[config.mk]
export PLATFORM = sky130hd
export DESIGN_NAME = pipe_reg_chain
export DESIGN_NICKNAME = d
export VERILOG_FILES = /design/src/rtl/pipe_reg_pkg.sv /design/src/rtl/pipe_reg_stage.sv /design/src/rtl/pipe_reg_chain.sv
export SDC_FILE = /design/constraint.sdc
export NUM_CORES = 1
export LEC_CHECK = 0
export ABC_AREA = 1
export BUFFER_PORTS_ARGS = -buffer_cell sky130_fd_sc_hd__buf_2
export CAP_MARGIN = 10
export CORE_ASPECT_RATIO = 0.6
export CORE_UTILIZATION = 47
export DETAILED_ROUTE_END_ITERATION = 12
export PLACE_DENSITY = 0.71
export SKIP_CTS_REPAIR_TIMING = 1
export SLEW_MARGIN = 20
export SYNTH_ARGS = -nofsm -noshare
export SYNTH_HDL_FRONTEND = slang
export SYNTH_SLANG_ARGS = --single-unit
[constraint.sdc]
create_clock -name clk -period 1 [get_ports clk]
set_input_delay 0.1 -clock clk [delete_from_list [all_inputs] [get_ports clk]]
set_output_delay 0.1 -clock clk [all_outputs]
set_load 0.02 [all_outputs]
[src/rtl/pipe_reg_pkg.sv]
// +-----------------------------------------------------------------------------+
// | Module      : pipe_reg_pkg                                                  |
// | Description : Shared constants and helpers for the pipe_reg_chain slice.   |
// | Revision    : 1.0 - initial release                                         |
// +-----------------------------------------------------------------------------+
`default_nettype none

package pipe_reg_pkg;

  localparam int C_DEFAULT_WIDTH = 8;
  localparam int C_DEFAULT_DEPTH = 3;

  // Occupancy counter width: must represent 0..depth inclusive.
  function automatic int occ_width(input int depth);
    return (depth < 1) ? 1 : $clog2(depth + 1);
  endfunction

endpackage

`default_nettype wire

[src/rtl/pipe_reg_stage.sv]
// +-----------------------------------------------------------------------------+
// | Module      : pipe_reg_stage                                                |
// | Description : One valid/data register pair with load enable and ready term.|
// | Revision    : 1.0 - initial release                                         |
// +-----------------------------------------------------------------------------+
`default_nettype none

module pipe_reg_stage
  import pipe_reg_pkg::*;
#(
  parameter int              WIDTH   = C_DEFAULT_WIDTH,
  parameter logic [WIDTH-1:0] RST_VAL = '0
) (
  input  logic             clk,
  input  logic             rst,
  input  logic             flush,
  input  logic             src_valid,
  input  logic [WIDTH-1:0] src_data,
  input  logic             next_rdy,
  output logic             valid,
  output logic [WIDTH-1:0] data,
  output logic             rdy
);

  logic             r_valid;
  logic [WIDTH-1:0] r_data;

  // An empty stage always accepts, which is what collapses bubbles.
  assign rdy   = !r_valid || next_rdy;
  assign valid = r_valid;
  assign data  = r_data;

  always_ff @(posedge clk or posedge rst) begin
    if (rst) begin
      r_valid <= 1'b0;
      r_data  <= RST_VAL;
    end else if (flush) begin
      r_valid <= 1'b0;
      r_data  <= RST_VAL;
    end else if (rdy) begin
      r_valid <= src_valid;
      if (src_valid) begin
        r_data <= src_data;
      end
    end
  end

endmodule

`default_nettype wire

[src/rtl/pipe_reg_chain.sv]
// +-----------------------------------------------------------------------------+
// | Module      : pipe_reg_chain                                                |
// | Description : WIDTH x DEPTH valid/ready register pipeline, bubble-collapsing|
// |               Optional occupancy output occ_o via PIPE_REG_CHAIN_OCC_EN.    |
// | Revision    : 1.0 - initial release                                         |
// +-----------------------------------------------------------------------------+
`default_nettype none

module pipe_reg_chain
  import pipe_reg_pkg::*;
#(
  parameter int               WIDTH   = C_DEFAULT_WIDTH,
  parameter int               DEPTH   = C_DEFAULT_DEPTH,
  parameter logic [WIDTH-1:0] RST_VAL = '0
) (
  input  logic             clk,
  input  logic             rst,
  input  logic             flush_i,
  input  logic             in_valid_i,
  output logic             in_ready_o,
  input  logic [WIDTH-1:0] in_data_i,
  output logic             out_valid_o,
  input  logic             out_ready_i,
  output logic [WIDTH-1:0] out_data_o
`ifdef PIPE_REG_CHAIN_OCC_EN
  ,
  output logic [occ_width(DEPTH)-1:0] occ_o
`endif
);

  localparam int C_OCC_W = occ_width(DEPTH);

  typedef struct packed {
    logic             valid;
    logic [WIDTH-1:0] data;
  } stage_t;

  if (DEPTH < 1) begin : g_depth_check
    $error("pipe_reg_chain: DEPTH must be at least 1");
  end

  stage_t w_stage [DEPTH];
  logic   w_rdy   [DEPTH+1];

  assign w_rdy[DEPTH] = out_ready_i;

  for (genvar k = 0; k < DEPTH; k++) begin : g_stage
    logic             w_src_valid;
    logic [WIDTH-1:0] w_src_data;
    logic             w_valid;
    logic [WIDTH-1:0] w_data;

    if (k == 0) begin : g_head
      assign w_src_valid = in_valid_i && !flush_i;
      assign w_src_data  = in_data_i;
    end else begin : g_body
      assign w_src_valid = w_stage[k-1].valid;
      assign w_src_data  = w_stage[k-1].data;
    end

    pipe_reg_stage #(
      .WIDTH   (WIDTH),
      .RST_VAL (RST_VAL)
    ) u_stage (
      .clk       (clk),
      .rst       (rst),
      .flush     (flush_i),
      .src_valid (w_src_valid),
      .src_data  (w_src_data),
      .next_rdy  (w_rdy[k+1]),
      .valid     (w_valid),
      .data      (w_data),
      .rdy       (w_rdy[k])
    );

    assign w_stage[k] = '{valid: w_valid, data: w_data};
  end

  // Flush blocks input so the producer never sees a word silently dropped.
  assign in_ready_o  = w_rdy[0] && !flush_i;
  assign out_valid_o = w_stage[DEPTH-1].valid;
  assign out_data_o  = w_stage[DEPTH-1].data;

`ifdef PIPE_REG_CHAIN_OCC_EN
  logic               w_in_xfer;
  logic               w_out_xfer;
  logic [C_OCC_W-1:0] r_occ;
  logic [DEPTH-1:0]   w_valid_vec;

  assign w_in_xfer  = in_valid_i && in_ready_o;
  assign w_out_xfer = out_valid_o && out_ready_i;
  assign occ_o      = r_occ;

  always_comb begin
    w_valid_vec = '0;
    for (int i = 0; i < DEPTH; i++) begin
      w_valid_vec[i] = w_stage[i].valid;
    end
  end

  always_ff @(posedge clk or posedge rst) begin
    if (rst) begin
      r_occ <= '0;
    end else if (flush_i) begin
      r_occ <= '0;
    end else if (w_in_xfer && !w_out_xfer) begin
      r_occ <= r_occ + C_OCC_W'(1);
    end else if (w_out_xfer && !w_in_xfer) begin
      r_occ <= r_occ - C_OCC_W'(1);
    end
  end

  a_occ_bound : assert property (@(posedge clk) disable iff (rst)
    r_occ <= C_OCC_W'(DEPTH));

  a_occ_popcount : assert property (@(posedge clk) disable iff (rst)
    32'(r_occ) == $countones(w_valid_vec));
`else
  localparam int C_OCC_UNUSED = C_OCC_W;
`endif

endmodule

`default_nettype wire

### Word-level counts from Yosys, hierarchy flattened

Index checks and enable logic that the tools add are counted.

* multiplexer cells: 15
* reduce and logical (&&, ||, !) cells: 18

Operator list (number)
* 8-bit 2-to-1 mux: 9
* 2-bit nonzero test: 6
* 1-bit 2-to-1 mux: 6
* 2-bit AND reduction: 3
* 1-bit logical NOT: 4
* 1-bit logical OR: 3
* 1-bit logical AND: 2

* register bits after elaboration: 27
* input bits: 13
* output and inout port bits: 10

### Longest topological paths before layout

Gate-level depths: netlist of the first run.

* depth in word-level cells: 6
* mapped depth: 6

### Hierarchy

From an unflattened synthesis of the first run, not the netlist that was laid out.

* cell total of the unflattened synthesis: 130
* area total of the unflattened synthesis: 1246.2 sq um

By module, submodules not included
* pipe_reg_stage: times used 3, cells an instance 42, area each 410.4 sq um
* pipe_reg_chain: times used 1, cells an instance 4, area each 15.0 sq um

### Worst setup path after synthesis of the first run

No wires, ideal clock.

* path kind: flip-flop to flip-flop
* from: register g_stage[2].u_stage.r_valid
* to: register g_stage[1].u_stage.r_data[0]
* setup time: 65 ps
* arrival: 1052 ps
* required time: 935 ps
* slack: -118 ps
* cell stages (with the launch flop): 7
* path buffers: 0
* clock period less this slack: 1118 ps
* cell sequence: dfrtp_1 -> inv_1 -> nor2_4 -> nand2_1 -> nand2_1 -> nand3_1 -> nand2_1

* cells in the longest elaborated chain, start to end: 5

Ends and longest elaborated chain
* from (decl): line pipe_reg_stage.sv:25 `logic r_valid;`
* from (signal assigned): line pipe_reg_stage.sv:41 `r_valid <= src_valid;`
* 1-bit logical NOT: line pipe_reg_stage.sv:29 `assign rdy = !r_valid || next_rdy;`
* 1-bit logical OR (2 in series): line pipe_reg_stage.sv:29
* 2-bit nonzero test (no line)
* 2-bit AND reduction (no line)
* to (signal assigned): line pipe_reg_stage.sv:43 `r_data <= src_data;`
* to (decl): line pipe_reg_stage.sv:26 `logic [WIDTH-1:0] r_data;`

Every way passes these cells.
A chain may end at the register's enable or synchronous reset.

### Worst setup path in the final report of the first run

* from: register g_stage[2].u_stage.r_valid
* to: output in_ready_o

* cells in the longest elaborated chain, start to end: 5

Ends and longest elaborated chain
* 1-bit logical NOT: line pipe_reg_stage.sv:29
* 1-bit logical OR (3 in series): line pipe_reg_stage.sv:29
* 1-bit logical AND: line pipe_reg_chain.sv:80 `assign in_ready_o = w_rdy[0] && !flush_i;`
* to (decl): line pipe_reg_chain.sv:20 `output logic in_ready_o,`

Every way passes these cells.

==> impl_metrics.csv, run 1 <==
group,metric,value,unit
yosys,synth-main-ff-cell,"dfrtp_1",
sta,grt_setup_unrepaired,"true",
detailed_routing,finalWirelength,2980,um
setup_path,start_kind,"register",
setup_path,cp-startpoint,"g_stage[2].u_stage.valid",
die,initial_core_util,51.6,%
yosys,synth_edf_count,0,
global_route,gr-usage-met2,38.5,%
die,die_w,66.3,um
detailed_routing,drt_iter0_markers,84,
setup_path,worst-path-max-fanout,3,
setup_path,r2r_setup_slack,-0.18,ns
yosys,synth-seq-cells,27,
global_route,antenna_found_initial,0,
global_route,grt_max_degree,28,
detailed_routing,drtPass1Iterations,4,
sta,final.period_utilization,122,%
placed_design,hpwl,1870,um
yosys,yosysMostFrequentCell,"nand3_1",
die,io_pins,23,
yosys,synth-seq-area-share,57.9,%
sta,finalHoldViolCount,0,
final_layout,postLayoutCoreUtil,70.2,%
setup_path,cp.arrival,1.12,ns
final_layout,design_area,0.00159,sq mm
setup_path,slowest_stage,"dfrtp_2",
final_layout,drive_above_1_share,37.7,%
detailed_routing,drc,0,
outcome,violations,"setup timing",
die,die_h,40.6,um
sta,whs,0.0496,ns
global_route,grt_pass1_wl,4140,um
setup_path,r2r_cells,6,
global_route,grt_overflow,0,
sta,report.final.slew_viol_count,0,
global_route,grtUsageMet3,6.25,%
setup_path,path_cells,"nand4_1 > nand2_1 > inv_1 > buf_6",
placed_design,gp_congestion,0.795,
cts,cts.sinks,27,
yosys,synth.cell_area,0.00117,sq mm
yosys,synthTopCellsByCount,"nand3_1, nand2_1, dfrtp_1",
cts,clkLatencyLatePin,0.28,ns
final_layout,antenna_cells,0,
detailed_routing,via_per_inst,5.38,
yosys,ys.warnings.count,0,
min_path,hold_class,"primary input to register",
die,core,0.00226,sq mm
yosys,synth_largest_area_cell,"dfrtp_1",
sta,worstMarginPinSlew,0.487,ns
setup_path,reg2reg_to,"g_stage[1].u_stage.data[1]",
cts,numCtsBuffers,3,
final_layout,n_fill_cell,166,
cts,root_buffer,"clkbuf_8",
yosys,synthCells,125,
die,die_area,0.00269,sq mm
final_layout,areaGrowthSynthToFinish,36.0,%
setup_path,cp-end-kind,"output pin",
setup_path,endpoint,"in_ready_o",
sta,max_freq,821,MHz
detailed_routing,avgRoutedWirePerCell,15.5,um
sta,setup_violations,27,
yosys,yosysTopAreaCellShare,57.9,%
job,drv_cap,0,
cts,htreeDepth,1,
cts,cts_buffer_depth,2,
yosys,syn_area_per_cell,9.34,sq um
yosys,synth_cell_type_count,16,
yosys,ys_async_sr_fraction,100,%
global_route,grt_use_total,22.0,%
final_layout,final_nets,176,
setup_path,path_class,"register to output pin",
placed_design,io_buffers,22,
setup_path,critical-path-max-stage-delay,0.43,ns
global_route,grt_util_met1,27.7,%
setup_path,reg2reg_from,"g_stage[2].u_stage.valid",
cts,cts_tree,"built",
pwr,ir_drop,0.000870,V
setup_path,required,0.90,ns
placed_design,placed_area,0.00136,sq mm
detailed_routing,vias,1033,
die,num_rows,13,
sta,maxSlewHeadroom,67.4,%
yosys,yosys-top-cells-area,"dfrtp_1, nand3_1, nand2_1",
outcome,status,"finished with violations",
sta,timing.final.ws_setup,-0.218,ns
yosys,syn_nets,138,
pwr,power.leakage,0.838,nW
sta,fin_skew,0.00423,ns
global_route,grt.busiest_layer,"met2",
pwr,power.density,1270,mW/mm^2
sta,period_minus_slack,1.22,ns
cts,path_clk_slew,0.09,ns
global_route,grt_pass1_vias,932,
detailed_routing,postRouteAntennaNets,0,
## cells by family after synthesis
group / synth area share (%)
AOI/OAI and AO/OA: 1.29
DFF: 57.9
buffers and inverters: 4.82
and+or+nand+nor: 36.0
## per-stage QoR
stage	setup TNS (ns)	instances	total power [mW]	setup WS (ns)
2_1_floorplan	-0.343	125	1.27	-0.0247
3_3_place_gp	-0.297	182	1.35	-0.0302
3_5_place_dp	-1.18	182	1.35	-0.0784
4_1_cts	-1.78	186	1.97	-0.199
5_1_grt	-5.59	192	2.08	-0.280
6_report	-3.44	192	2.01	-0.218
## where the power goes
part | switching (mW) | internal, mW | leakage [nW]
clock network | 0.349 | 0.280 | 0.0255
logic | 0.147 | 0.0874 | 0.445
registers | 0.0253 | 1.12 | 0.367
total | 0.521 | 1.49 | 0.838
## state kept, by name, indices dropped and copies added, names as in the netlist
name,count
g_stage.u_stage.valid,3
g_stage.u_stage.data,24
## area by class of cell
class | count | area [sq um] | share of cell area (%)
flip-flops and latches | 27 | 677 | 42.6
multi-input cells | 89 | 566 | 35.6
repair buffers | 33 | 225 | 14.2
clock buffers | 3 | 41.3 | 2.60
well taps | 30 | 37.5 | 2.36
inverters | 9 | 36.3 | 2.29
clock inverters | 1 | 5.00 | 0.315
## critical path, delay by kind of cell (launching register included)
family                 cells  cell delay (ns)
and+or+nand+nor            2             0.20
buffers and inverters      2             0.21
DFF                        1             0.43
## per-layer routing
metal	wire length [um]	up-vias	part of all wire (%)
met5	0	-	0
met4	19	0	0.64
met3	177	4	5.9
met2	1400	40	47
met1	1380	490	46
li1	-	499	-
## how the worst min path moves through the flow
stage | start | to | slack (ns) | cells past startpoint
after floorplan | rst | g_stage[0].u_stage.data[0] | 0.15 | 1
after global placement | rst | g_stage[2].u_stage.data[5] | 0.17 | 3
after detailed placement | rst | g_stage[1].u_stage.data[4] | 0.18 | 3
after CTS | rst | g_stage[1].u_stage.data[4] | -0.13 | 3
after global routing | in_data_i[0] | g_stage[0].u_stage.data[0] | 0.06 | 3
final | in_data_i[6] | g_stage[0].u_stage.data[6] | 0.05 | 3
## cell usage in the layout, fill, tap and decap left out
master / instances
nand3_1: 40
dfrtp_2: 1
nand2_2: 1
buf_2: 21
nand4_1: 1
nand2_8: 3
buf_6: 4
dfrtp_1: 26
a21oi_1: 1
nand3_2: 8
nor2_4: 2
o21ai_2: 2
inv_1: 5
clkbuf_8: 3
inv_2: 3
clkinv_2: 1
nand3_4: 2
nand2_1: 26
buf_12: 1
nor2_1: 1
dlygate4sd3_1: 1
buf_4: 6
nor2_8: 1
inv_4: 1
nand2_4: 1
(Power assumes the default switching activity.)
==> run 2: changes to the inputs <==
- GPL_ROUTABILITY_DRIVEN: not set -> 1
- PLACE_DENSITY: 0.71 -> 0.72
- clock period: 1 -> 1.1 ns (I/O delays scaled with it)
==> impl_metrics.csv, run 2 (synthesis results as in run 1) <==
group,metric,value,unit
outcome,status,"finished with violations",
outcome,violations,"setup timing",
sta,worstMarginPinSlew,0.835,ns
setup_path,cp.arrival,1.11,ns
detailed_routing,vias,1043,
detailed_routing,postRouteAntennaNets,0,
final_layout,areaGrowthSynthToFinish,29.5,%
cts,path_clk_slew,0.09,ns
min_path,hold_class,"primary input to register",
setup_path,r2r_cells,6,
die,core,0.00226,sq mm
detailed_routing,finalWirelength,2880,um
cts,cts_tree,"built",
setup_path,crit_family,"flip-flops",
sta,final.period_utilization,111,%
die,initial_core_util,51.6,%
setup_path,cp_num_buf_inv,2,
global_route,grt_pass1_wl,4020,um
detailed_routing,drc,0,
setup_path,cp-end-kind,"output pin",
setup_path,reg2reg_to,"g_stage[1].u_stage.data[5]",
setup_path,path_cells,"nand4_1 > nand2_1 > inv_1 > buf_6",
sta,grt_setup_unrepaired,"true",
cts,clkLatencyLatePin,0.28,ns
min_path,holdPathStages,3,
global_route,grt_overflow,0,
die,num_rows,13,
cts,numCtsBuffers,3,
sta,fin_skew,0.00500,ns
min_path,min_from,"in_data_i[6]",
cts,htreeDepth,1,
placed_design,placed_area,0.00133,sq mm
detailed_routing,wl_met2,1380,um
detailed_routing,wl_met1,1250,um
sta,maxSlewHeadroom,44.1,%
pwr,power.density,1200,mW/mm^2
pwr,power.leakage,0.835,nW
setup_path,start_kind,"register",
setup_path,crit_cells,4,
job,drv_cap,0,
detailed_routing,via_per_inst,5.52,
final_layout,final_common_cell,"nand3_1",
global_route,grt_pass1_vias,859,
sta,finalSetupTns,-0.980,ns
setup_path,reg2reg_from,"g_stage[2].u_stage.valid",
setup_path,slowest_stage,"dfrtp_2",
final_layout,drive_above_1_share,34.6,%
final_layout,final_nets,173,
cts,root_buffer,"clkbuf_8",
setup_path,r2r_setup_slack,-0.07,ns
global_route,grt_use_total,21.8,%
final_layout,largest_reg_flops,24,
final_layout,postLayoutCoreUtil,66.9,%
setup_path,path_class,"register to output pin",
detailed_routing,avgRoutedWirePerCell,15.2,um
placed_design,io_buffers,22,
cts,cts.sinks,27,
detailed_routing,drt_iter0_markers,83,
pwr,ir_drop,0.000966,V
placed_design,hpwl,1810,um
min_path,hold_end,"g_stage[0].u_stage.data[6]",
detailed_routing,wl_met3,164,um
detailed_routing,top_layer,"met4",
final_layout,antenna_cells,0,
die,die_h,40.6,um
setup_path,required,0.99,ns
final_layout,final_cell_mix,"nand3_1, dfrtp_1, nand2_1",
cts,cts_buffer_depth,2,
sta,report.final.slew_viol_count,0,
sta,setup_violations,23,
final_layout,n_fill_cell,189,
sta,timing.final.ws_setup,-0.125,ns
global_route,antenna_found_initial,0,
die,die_area,0.00269,sq mm
detailed_routing,drtPass1Iterations,4,
setup_path,worst-path-max-fanout,3,
sta,max_freq,817,MHz
sta,finalHoldViolCount,0,
sta,period_minus_slack,1.22,ns
placed_design,gp_congestion,0.808,
die,io_pins,23,
die,die_w,66.3,um
final_layout,design_area,0.00151,sq mm
setup_path,critical-path-max-stage-delay,0.42,ns
global_route,grt_max_degree,28,
## run 2: layout make-up
cell class / instances / area, sq um / share of cell area [%]
clock buffers: 4 / 45.0 / 2.98
well taps: 30 / 37.5 / 2.48
repair buffers: 31 / 190 / 12.6
flip-flops and latches: 27 / 677 / 44.8
inverters: 9 / 38.8 / 2.57
multi-input cells: 88 / 523 / 34.6
## run 2: power breakdown
group / internal, mW / leakage, nW / switching [mW]
registers: 1.02 / 0.367 / 0.0179
clock network: 0.260 / 0.0228 / 0.311
logic: 0.0696 / 0.445 / 0.130
total: 1.35 / 0.835 / 0.459
## run 2: layer usage
metal / track usage [%] / vias up
met5: 0 / -
met3: 6.82 / 8
li1: - / 492
met1: 28.3 / 502
met2: 33.2 / 41
met4: 12.8 / 0
## run 2: worst reg2reg max path: cells and delay by family (launching register included)
kind                   cells  cell delay (ns)
AND/OR/NAND/NOR            5             0.67
buffers and inverters      1             0.07
flip-flops                 1             0.37
## run 2: worst max-delay path by stage
stage / start / to / slack, ns
2_1_floorplan: g_stage[2].u_stage.valid / g_stage[1].u_stage.data[0] / 0.04
3_3_place_gp: g_stage[2].u_stage.valid / g_stage[2].u_stage.data[6] / 0.01
3_5_place_dp: g_stage[2].u_stage.valid / g_stage[2].u_stage.data[6] / -0.01
4_1_cts: g_stage[1].u_stage.valid / in_ready_o / -0.13
5_1_grt: g_stage[1].u_stage.valid / in_ready_o / -0.15
6_report: g_stage[2].u_stage.valid / in_ready_o / -0.12
## run 2: through the flow
step / std cells / total power, mW / worst slack, ns / hold slack, ns
2_1_floorplan: 125 / 1.15 / 0.0448 / 0.163
3_3_place_gp: 180 / 1.21 / 0.0134 / 0.181
3_5_place_dp: 180 / 1.22 / -0.0138 / 0.187
4_1_cts: 184 / 1.78 / -0.131 / -0.117
5_1_grt: 189 / 1.87 / -0.151 / 0.0736
6_report: 189 / 1.81 / -0.125 / 0.0598
